<file path="config.mk">
export PLATFORM = sky130hd
export DESIGN_NAME = mammal_intc
export DESIGN_NICKNAME = d
export VERILOG_FILES = /design/src/rtl/mammal_intc.sv
export SDC_FILE = /design/constraint.sdc
export NUM_CORES = 1
export LEC_CHECK = 0
export ABC_AREA = 1
export ABC_CLOCK_PERIOD_IN_PS = 1500
export BUFFER_PORTS_ARGS = -buffer_cell sky130_fd_sc_hd__buf_2
export CAP_MARGIN = 30
export CORE_MARGIN = 4
export CORE_UTILIZATION = 45
export CTS_BUF_LIST = sky130_fd_sc_hd__clkbuf_4 sky130_fd_sc_hd__clkbuf_8 sky130_fd_sc_hd__clkbuf_16
export DETAILED_ROUTE_END_ITERATION = 8
export PLACE_DENSITY = 0.81
export SETUP_SLACK_MARGIN = 0.3
export SKIP_LAST_GASP = 1
export SYNTH_ARGS = -nofsm -noshare
export SYNTH_HDL_FRONTEND = slang
export SYNTH_SLANG_ARGS = --single-unit
</file>
<file path="constraint.sdc">
create_clock -name clk -period 1.5 [get_ports clk]
set_input_delay 0.15 -clock clk [delete_from_list [all_inputs] [get_ports clk]]
set_output_delay 0.15 -clock clk [all_outputs]
set_load 0.05 [all_outputs]
</file>
<file path="src/rtl/mammal_intc.sv">
// mammal_intc: priority interrupt controller for the mammal CPU.
//
// Collects NSRC edge-triggered peripheral requests and drives the single
// CPU INT line. Index 0 has the highest priority. It answers the CPU's
// one-cycle intack with a vector index.
//
// Ports:
//   clk       in   system clock, rising edge
//   reset     in   synchronous active-high reset
//   src_irq   in   [NSRC] level requests, a rising edge requests service
//   address   in   [12] CPU address bus
//   wdata     in   [16] CPU write data
//   memwt     in   CPU write strobe
//   rsel      out  address hits BASE..BASE+3 (combinational)
//   rdata     out  [16] register read data, zero when rsel=0
//   INT       out  registered interrupt request to the CPU
//   intack    in   CPU acknowledge, one cycle
//   vec_out   out  [16] winner index during acknowledge, zero otherwise
//
// Register map (offset from BASE):
//   0 MASK      R/W  1 = source enabled
//   1 PENDING   R/W1C
//   2 INSERVICE R, any write is an EOI clearing the lowest set bit
//   3 STATUS    R    {11'b0, state, 1'b0, winner}
module mammal_intc #(
    parameter int unsigned NSRC = 4,
    parameter logic [11:0] BASE = 12'hF80
) (
    input  logic            clk,
    input  logic            reset,
    input  logic [NSRC-1:0] src_irq,
    input  logic [11:0]     address,
    input  logic [15:0]     wdata,
    input  logic            memwt,
    output logic            rsel,
    output logic [15:0]     rdata,
    output logic            INT,
    input  logic            intack,
    output logic [15:0]     vec_out
);

    typedef enum logic {
        StIdle = 1'b0,
        StReq  = 1'b1
    } state_e;

    state_e          r_state;
    logic [NSRC-1:0] r_mask;
    logic [NSRC-1:0] r_pend;
    logic [NSRC-1:0] r_insvc;
    logic [NSRC-1:0] r_prev;
    logic [2:0]      r_winner;
    logic            r_int;

    logic [11:0]     w_off;
    logic            w_wr;
    logic            w_wr_mask;
    logic            w_wr_pend;
    logic            w_wr_eoi;
    logic            w_ack;
    logic [NSRC-1:0] w_rise;
    logic [NSRC-1:0] w_allow;
    logic [NSRC-1:0] w_elig;
    logic [2:0]      w_cand;
    logic            w_seen;
    logic            w_found;
    logic [NSRC-1:0] w_pend_nxt;
    logic [NSRC-1:0] w_insvc_nxt;
    logic [15:0]     w_mask_ext;
    logic [15:0]     w_pend_ext;
    logic [15:0]     w_insvc_ext;
    logic            w_unused;

    // Address decode; an address below BASE wraps to a large offset.
    assign w_off     = address - BASE;
    assign rsel      = (w_off < 12'd4);
    assign w_wr      = memwt & rsel;
    assign w_wr_mask = w_wr & (w_off[1:0] == 2'd0);
    assign w_wr_pend = w_wr & (w_off[1:0] == 2'd1);
    assign w_wr_eoi  = w_wr & (w_off[1:0] == 2'd2);
    assign w_ack     = intack & (r_state == StReq);

    assign w_rise = src_irq & ~r_prev;

    // Strict nesting: source i may interrupt only if nothing of equal or
    // higher priority is currently in service.
    always_comb begin
        w_seen  = 1'b0;
        w_allow = '0;
        for (int i = 0; i < NSRC; i++) begin
            w_seen     = w_seen | r_insvc[i];
            w_allow[i] = ~w_seen;
        end
    end

    assign w_elig = r_pend & r_mask & w_allow;

    // Lowest set index of elig wins.
    always_comb begin
        w_cand = 3'd0;
        for (int i = NSRC - 1; i >= 0; i--) begin
            if (w_elig[i]) begin
                w_cand = 3'(i);
            end
        end
    end

    // Pending: clears first, then rises, so a same-cycle set wins.
    always_comb begin
        w_pend_nxt = r_pend;
        if (w_wr_pend) begin
            w_pend_nxt = w_pend_nxt & ~wdata[NSRC-1:0];
        end
        for (int i = 0; i < NSRC; i++) begin
            if (w_ack && (r_winner == 3'(i))) begin
                w_pend_nxt[i] = 1'b0;
            end
        end
        w_pend_nxt = w_pend_nxt | w_rise;
    end

    // In-service: EOI retires the highest-priority active level, ack adds one.
    always_comb begin
        w_insvc_nxt = r_insvc;
        w_found     = 1'b0;
        if (w_wr_eoi) begin
            for (int i = 0; i < NSRC; i++) begin
                if (!w_found && r_insvc[i]) begin
                    w_insvc_nxt[i] = 1'b0;
                    w_found        = 1'b1;
                end
            end
        end
        for (int i = 0; i < NSRC; i++) begin
            if (w_ack && (r_winner == 3'(i))) begin
                w_insvc_nxt[i] = 1'b1;
            end
        end
    end

    always_ff @(posedge clk) begin
        if (reset) begin
            r_state  <= StIdle;
            r_mask   <= '0;
            r_pend   <= '0;
            r_insvc  <= '0;
            r_prev   <= '0;
            r_winner <= 3'd0;
            r_int    <= 1'b0;
        end else begin
            r_prev  <= src_irq;
            r_pend  <= w_pend_nxt;
            r_insvc <= w_insvc_nxt;
            if (w_wr_mask) begin
                r_mask <= wdata[NSRC-1:0];
            end
            unique case (r_state)
                StIdle: begin
                    if (w_elig != '0) begin
                        r_winner <= w_cand;
                        r_state  <= StReq;
                        r_int    <= 1'b1;
                    end
                end
                StReq: begin
                    // Winner stays frozen until the CPU acknowledges it.
                    if (intack) begin
                        r_state <= StIdle;
                        r_int   <= 1'b0;
                    end
                end
                default: begin
                    r_state <= StIdle;
                    r_int   <= 1'b0;
                end
            endcase
        end
    end

    assign INT     = r_int;
    assign vec_out = w_ack ? {13'b0, r_winner} : 16'h0000;

    always_comb begin
        w_mask_ext              = '0;
        w_pend_ext              = '0;
        w_insvc_ext             = '0;
        w_mask_ext[NSRC-1:0]    = r_mask;
        w_pend_ext[NSRC-1:0]    = r_pend;
        w_insvc_ext[NSRC-1:0]   = r_insvc;
    end

    always_comb begin
        rdata = 16'h0000;
        if (rsel) begin
            unique case (w_off[1:0])
                2'd0:    rdata = w_mask_ext;
                2'd1:    rdata = w_pend_ext;
                2'd2:    rdata = w_insvc_ext;
                default: rdata = {11'b0, (r_state == StReq), 1'b0, r_winner};
            endcase
        end
    end

    // Write data bits above the source count have no destination.
    assign w_unused = ^{1'b0, wdata};

endmodule

</file>
**Word level (Yosys, flattened, before mapping)**

Index checks and enable logic that the tools add are counted.

- Multiplexer cells: 32
- Bitwise operators: 20
- Eq/ne operators: 7
- Magnitude comparators: 1
- Reductions and logical operators: 25
- Add/sub/neg operators: 1

Operators with widths:

| kind | count |
|---|---|
| $mux W1 | 21 |
| $and A4 B4 Y4 | 4 |
| $mux W16 | 1 |
| $pmux W5 S3 | 1 |
| $reduce_bool A2 Y1 | 7 |
| $lt A12 B3 Y1 const B | 1 |
| $mux W3 | 4 |
| $sub A12 B12 Y12 const B | 1 |
| $reduce_and A2 Y1 | 5 |
| $mux W4 | 2 |
| $not A4 Y4 | 2 |
| $logic_and A1 B1 Y1 | 7 |
| $eq A3 B2 Y1 const B | 2 |
| $and A1 B1 Y1 | 5 |
| $not A1 Y1 | 5 |
| $ne A2 B2 Y1 const B | 2 |
| $or A4 B4 Y4 | 1 |
| $pmux W1 S2 | 2 |
| $reduce_bool A4 Y1 | 1 |
| $eq A3 B1 Y1 const B | 1 |
| $logic_not A1 Y1 | 3 |
| $logic_not A3 Y1 | 1 |
| $or A1 B1 Y1 | 3 |
| $eq A2 B1 Y1 const B | 1 |
| 3 further kinds | 3 |

- Word-level logic and storage cells: 96
- Flip-flop bits (word level): 21
- Output and inout port bits: 34
- Bits of input ports: 36

**Longest topological paths before layout**

Gate-level depths: netlist of run 1.

- Depth in word-level cells: 18
- Depth in mapped cells: 12
- Mapped depth without buffers: 12

**Worst setup path before layout of run 1**

Ideal clock, no wire load.

- Kind: input-to-output
- Start point: input port address[7]
- End point: output port rdata[1]
- Slack: -1.069 ns
- Buffers on the path: 0
- Cell stages on the path: 8
- Required time: 1.350 ns
- Arrival: 2.419 ns
- Path through: ha_1 > inv_1 > nand2_1 > nor2_2 > nand4_4 > nor2_4 > inv_1 > nor3_1

- Word-level cells in the longest chain between the ends: 3

RTL lines:

| item | RTL line | text |
|---|---|---|
| start: declaration | 32 | `input logic [11:0] address,` |
| $sub A12 B12 Y12 | 75 | `assign w_off = address - BASE;` |
| $lt A12 B3 Y1 | 76 | `assign rsel = (w_off < 12'd4);` |
| net rsel | 35 | `output logic rsel,` |
| $mux W16 | 194 | `if (rsel) begin` |
| end: declaration | 36 | `output logic [15:0] rdata,` |

The timed path passes the listed nets, and every way through them passes these cells.

**Worst setup path after layout of run 1**

- Start point: input port address[8]
- End point: output port rdata[3]

- Word-level cells in the longest chain between the ends: 3

RTL lines:

| item | RTL line |
|---|---|
| $sub A12 B12 Y12 | 75 |
| $lt A12 B3 Y1 | 76 |
| $mux W16 | 194 |

Every way passes these cells.

==> run_results.csv, run 1 <==
group,metric,value,unit
cells_and_area,synthToLayoutAreaGrowth,39.5,%
global_route,grt_overflow,0,
setup_path,cp.required,1.35,ns
routing,detailroute.via_count,1395,
cells_and_area,mostFrequentLayoutCells,"48 x nand2_1, 26 x inv_1, 25 x conb_1",
global_route,grt_max_degree,11,
logic_synthesis,async_flop_share,0,%
power,total_leakage_power,0.922,nW
cts,cts-buffers-inserted,3,
logic_synthesis,synth_top_cell_area_share,29.7,%
placed_design,place.gp.congestion,0.901,
sta,worst_slew_pin_slew,0.510,ns
logic_synthesis,syn-cell-area,1350,µm²
cts,clkTransAtPathRegs,0.11,ns
global_route,busiest_layer,"met2",
flow_run,cap_violations,0,
logic_synthesis,synth_edf_count,0,
sta,rsz0062_at_grt,"true",
die,core_region_area,2810,µm²
power,irDropWorstVdd,0.000489,V
logic_synthesis,synth_cell_types,26,
sta,slew_headroom,66.0,%
cells_and_area,final_nets,302,
global_route,met1_usage,19.5,%
sta,drv_slew,0,
logic_synthesis,ys_ff_latch,20,
cts,root_buffer,"clkbuf_4",
outcome,failed_checks,"negative setup slack",
global_route,gr-usage-met2,28.9,%
sta,post-route-period-util,113,%
placed_design,dpl_cell_area,1610,µm²
logic_synthesis,syn_area_per_cell,6.39,µm²
sta,tns,-0.918,ns
cells_and_area,insertedDiodeCount,0,
hold_path,hold_class,"input port to flip-flop",
sta,finalHoldViolCount,0,
routing,dr.pass1.iters,4,
logic_synthesis,synth-main-ff-cell,"dfxtp_1",
global_route,grt_usage,16.4,%
power,powerDensity,592,nW/µm²
routing,via_per_inst,4.74,
logic_synthesis,synth_top_cell_by_area,"dfxtp_1",
routing,drc_errors,0,
die,io_pins,70,
global_route,use_met3,2.88,%
routing,final_antenna_net_count,0,
cells_and_area,final_area,1880,µm²
cts,h-tree-depth,1,
die,die_area,3930,µm²
logic_synthesis,ys_warn_count,0,
die,initial_core_util,48.0,%
cells_and_area,drive_above_1_share,38.4,%
sta,fin_ws,-0.201,ns
placed_design,portBuffers,32,
outcome,run_status,"complete, but fails checks",
logic_synthesis,synth_area_leaders,"dfxtp_1 30%, nand2_1 16%, buf_4 14%",
cts,clk_latency,0.30,ns
setup_path,cp-end-kind,"output port",
global_route,grt_pass1_wl,5.28,mm
die,die_y,62.7,µm
logic_synthesis,seq_area_frac_synth,29.7,%
cts,cts_sinks,20,
die,die_w,62.7,µm
routing,post_drt_wl_per_cell,11.6,µm
global_route,first_global_vias,1265,
global_route,grt_antenna_before_repair,0,
die,row_count,19,
cts,cts.path.max_buffers,2,
setup_path,critPathKind,"input port to output port",
cts,cts_tree,"done",
setup_path,cp.arrival,1.55,ns
sta,fmax,588,MHz
setup_path,cp-start-kind,"input port",
sta,skew,0.00871,ns
sta,setup_viol,5,
logic_synthesis,synthCells,211,
cells_and_area,layout_commonest_cell,"nand2_1",
routing,drt-total-wl,3.41,mm
placed_design,dp_hpwl,2.45,mm
routing,drt_iter0_drc,42,
cts,holdBufCountCts,0,
sta,min_period,1.70,ns
setup_path,cp_max_fo,5,
==> repair_timing <==
| action | in CTS | in global routing |
|---|---|---|
| hold endpoints to repair | 0 | 0 |
| gates cloned | 0 | 0 |
| setup endpoints to repair | 20 | 24 |
| pin swaps | 12 | 14 |
| buffers inserted | 4 | 5 |
| resized for setup | 36 | 26 |
==> worst paths after layout <==
check / slack (ns) / start / depth (start not counted) / to
hold reg to reg: 0.46 / r_prev[1]$_SDFF_PP0_ / 3 / r_pend[1]$_SDFF_PP0_
setup / recovery: -0.20 / address[8] / 10 / rdata[3]
setup reg to reg: 0.25 / r_insvc[0]$_SDFFE_PP0P_ / 9 / INT$_SDFFE_PP0P_
hold / removal: 0.05 / src_irq[1] / 3 / r_prev[1]$_SDFF_PP0_
==> report_power, final <==
group | internal [mW] | switching [mW] | total [mW]
Clock | 0.0938 | 0.161 | 0.254
Sequential | 0.545 | 0.00970 | 0.555
Combinational | 0.0740 | 0.229 | 0.303
==> registers in the layout, summed over array words and instances, names as in the netlist <==
register and count:
r_insvc 4, r_mask 4, r_pend 4, r_prev 4, r_winner 2, INT 1
r_state 1
==> worst max-delay path, stage by stage <==
cell,delay (ns)
buf_8,0.10
ha_4,0.22
inv_2,0.05
nand2_2,0.06
nor2_4,0.11
nand4_4,0.09
nor2_4,0.13
clkinvlp_4,0.23
a31oi_4,0.22
buf_6,0.18
==> cell type report <==
cell class              count  area, µm²
clock buffers               3       22.5
flip-flops and latches     20        409
repair buffers             51        392
well taps                  31       38.8
inverters                  35        135
multi-input cells         154        882
fillers                   251        926
==> stage by stage <==
step / worst slack, ns / power, mW / util [%] / instances / hold WS (ns)
4_1_cts: -0.242 / 1.11 / 63.0 / 289 / 0.0523
3_5_place_dp: -0.388 / 0.854 / 57.4 / 282 / 0.380
2_1_floorplan: -0.571 / 0.831 / - / 235 / 0.269
3_3_place_gp: -0.320 / 0.850 / 57.4 / 282 / 0.375
5_1_grt: -0.282 / 1.17 / 67.0 / 294 / 0.0559
6_report: -0.201 / 1.11 / 67.0 / 294 / 0.0491
==> Yosys cell counts (3+ instances only) <==
cell type  instances
inv_1             33
nor3_1             4
and3_1             3
nand2_1           56
nand4_1            5
nor2_1            28
nand3_1            8
o21ai_0            3
dfxtp_1           20
buf_4             25
a21oi_1            8
==> metal layers <==
metal / part of all wire, % / vias to the layer above
li1: - / 708
met1: 42 / 628
met2: 51 / 54
met3: 5.7 / 5
met4: 1.1 / 0
met5: 0 / -
==> kinds of logic after synthesis <==
group	count (synthesis)	synth area share, %
AO/OA/AOI/OAI	16	6.69
adder cells (fa/ha/maj)	1	0.928
buffers and inverters	61	24.0
flip-flops	20	29.7
other	1	0.278
AND/OR/NAND/NOR	112	38.4
Note: power is estimated with default switching activity, not from simulation.
==> run 2, diff against run 1 <==
- CORE_MARGIN: 4 -> 2
- SKIP_CTS_REPAIR_TIMING: not set -> 1
==> run 2 against run 1 <==
The flow finishes with violations (design-rule violations, negative setup slack). Clock power fell by 2%. Combinational power is essentially flat. Sequential power is essentially flat. Critical path depth unchanged. Worst hold slack improved by 0.015 ns. Cell count fell by 1.4%. Fmax fell by 2.1%. Core utilization is 2.3 points lower. Sequential share of layout area grew 0.78 points. Clock skew down 0.0043 ns.
==> run_results.csv, run 2 (synthesized netlist as in run 1, its figures left out) <==
group,metric,value,unit
die,io_pins,70,
global_route,first_global_vias,1165,
placed_design,portBuffers,32,
power,p_total,1.10,mW
global_route,grt_max_degree,11,
die,initial_core_util,48.0,%
sta,setup_viol,5,
setup_path,crit_slowest_cell,"clkinvlp_4",
cells_and_area,insertedDiodeCount,0,
sta,rsz0062_at_grt,"true",
global_route,grt_antenna_before_repair,0,
cells_and_area,fin_cells,290,
outcome,run_status,"complete, but fails checks",
die,die_w,58.7,µm
cells_and_area,final_nets,298,
setup_path,crit_chain,"buf_8 -> ha_4 -> inv_2 -> nand2_2 -> nor2_4 -> nand4_4 -> nor2_4 -> clkinvlp_4 -> a31oi_4 -> buf_6",
cells_and_area,drive_above_1_share,35.1,%
setup_path,critPathMaxStageDelay,0.23,ns
setup_path,cp_max_fo,5,
hold_path,hold_class,"input port to flip-flop",
cts,cts.path.max_buffers,2,
flow_run,cap_violations,0,
routing,post_drt_wl_per_cell,11.1,µm
routing,dr.pass1.iters,6,
routing,via_per_inst,4.74,
sta,holdWs,0.0645,ns
sta,drv_slew,0,
outcome,failed_checks,"design-rule violations, negative setup slack",
global_route,grt_pass1_wl,4.69,mm
global_route,grt_usage,17.4,%
die,core_region_area,2810,µm²
cts,cts-buffers-inserted,3,
placed_design,dp_hpwl,2.36,mm
power,irDropWorstVdd,0.000522,V
cells_and_area,layout_commonest_cell,"nand2_1",
cells_and_area,mostFrequentLayoutCells,"48 x nand2_1, 28 x inv_1, 25 x conb_1",
cells_and_area,fillCellCount,259,
sta,post-route-period-util,116,%
cts,cts_tree,"done",
placed_design,dpl_cell_area,1610,µm²
routing,drt_iter0_drc,55,
cts,root_buffer,"clkbuf_4",
routing,drt-total-wl,3.23,mm
cts,clk_latency,0.29,ns
sta,fmax,576,MHz
placed_design,placedCellCount,282,
power,total_leakage_power,0.897,nW
cts,cts_sinks,20,
setup_path,cp-start-kind,"input port",
setup_path,cp.required,1.35,ns
setup_path,cp-end-kind,"output port",
cts,clkTransAtPathRegs,0.11,ns
setup_path,cp_common_cell,"nor2_4",
cells_and_area,final_area,1810,µm²
die,row_count,19,
routing,detailroute.via_count,1376,
sta,min_period,1.74,ns
routing,final_antenna_net_count,0,
die,die_y,58.7,µm
placed_design,place.gp.congestion,0.917,
power,powerDensity,607,nW/µm²
setup_path,cp.arrival,1.59,ns
sta,fin_ws,-0.237,ns
routing,drc_errors,4,
sta,skew,0.00439,ns
cells_and_area,synthToLayoutAreaGrowth,34.6,%
sta,finalHoldViolCount,0,
cts,h-tree-depth,1,
placed_design,dpl_worst_slack,-0.360,ns
global_route,grt_overflow,0,
setup_path,critPathKind,"input port to output port",
die,die_area,3450,µm²
==> run 2: changes by cell type in the layout (fill, tap and decap cells not counted), moves of 2 or more <==
cell	change
inv_2	-3
nand3_2	-2
nand2_2	+2
nand2_4	-2
buf_6	-3
inv_1	+2
nand3_1	+2
==> run 2: per-stage QoR <==
step | util (%) | TNS (ns)
final | 64.7 | -1.07
after floorplan | - | -2.60
after detailed placement | 57.4 | -2.26
after global routing | 64.7 | -1.51
after global placement | 57.4 | -1.61
after CTS | 58.2 | -1.66
==> run 2: layout make-up <==
class                           count  area, µm²  share of cell area, %
Inverter                           35        138                   7.59
Sequential cell                    20        409                   22.6
Multi-Input combinational cell    154        856                   47.2
Clock buffer                        3       22.5                   1.24
Tap cell                           31       38.8                   2.14
Timing Repair Buffer               47        350                   19.3
==> run 2: final timing paths <==
| kind | start | slack, ns | depth (start not counted) | end |
|---|---|---|---|---|
| worst min-delay path | src_irq[2] | 0.06 | 3 | r_prev[2]$_SDFF_PP0_ |
| worst max register to register | r_insvc[0]$_SDFFE_PP0P_ | 0.26 | 7 | r_winner[0]$_SDFFE_PP0P_ |
| worst min register to register | r_prev[0]$_SDFF_PP0_ | 0.47 | 3 | r_pend[0]$_SDFF_PP0_ |
| worst max-delay path | address[8] | -0.24 | 10 | rdata[2] |
==> run 2: worst max-delay path: cells and delay by family <==
family	cells	cell delay, ns
AO/OA/AOI/OAI	1	0.22
adder cells (fa/ha/maj)	1	0.22
buffers and inverters	4	0.56
AND/OR/NAND/NOR	4	0.43
==> run 2: layer usage <==
layer | vias to the layer above | global-route usage (%) | part of all wire (%)
li1 | 705 | - | -
met3 | 8 | 3.08 | 7.1
met2 | 53 | 31.9 | 52
met1 | 610 | 20.3 | 39
met5 | - | 0 | 0
met4 | 0 | 5.84 | 1.7
==> run 2: power by group <==
group	internal [mW]	total, mW	switching [mW]
clock network	0.0933	0.248	0.154
registers	0.545	0.554	0.00825
logic	0.0716	0.300	0.229
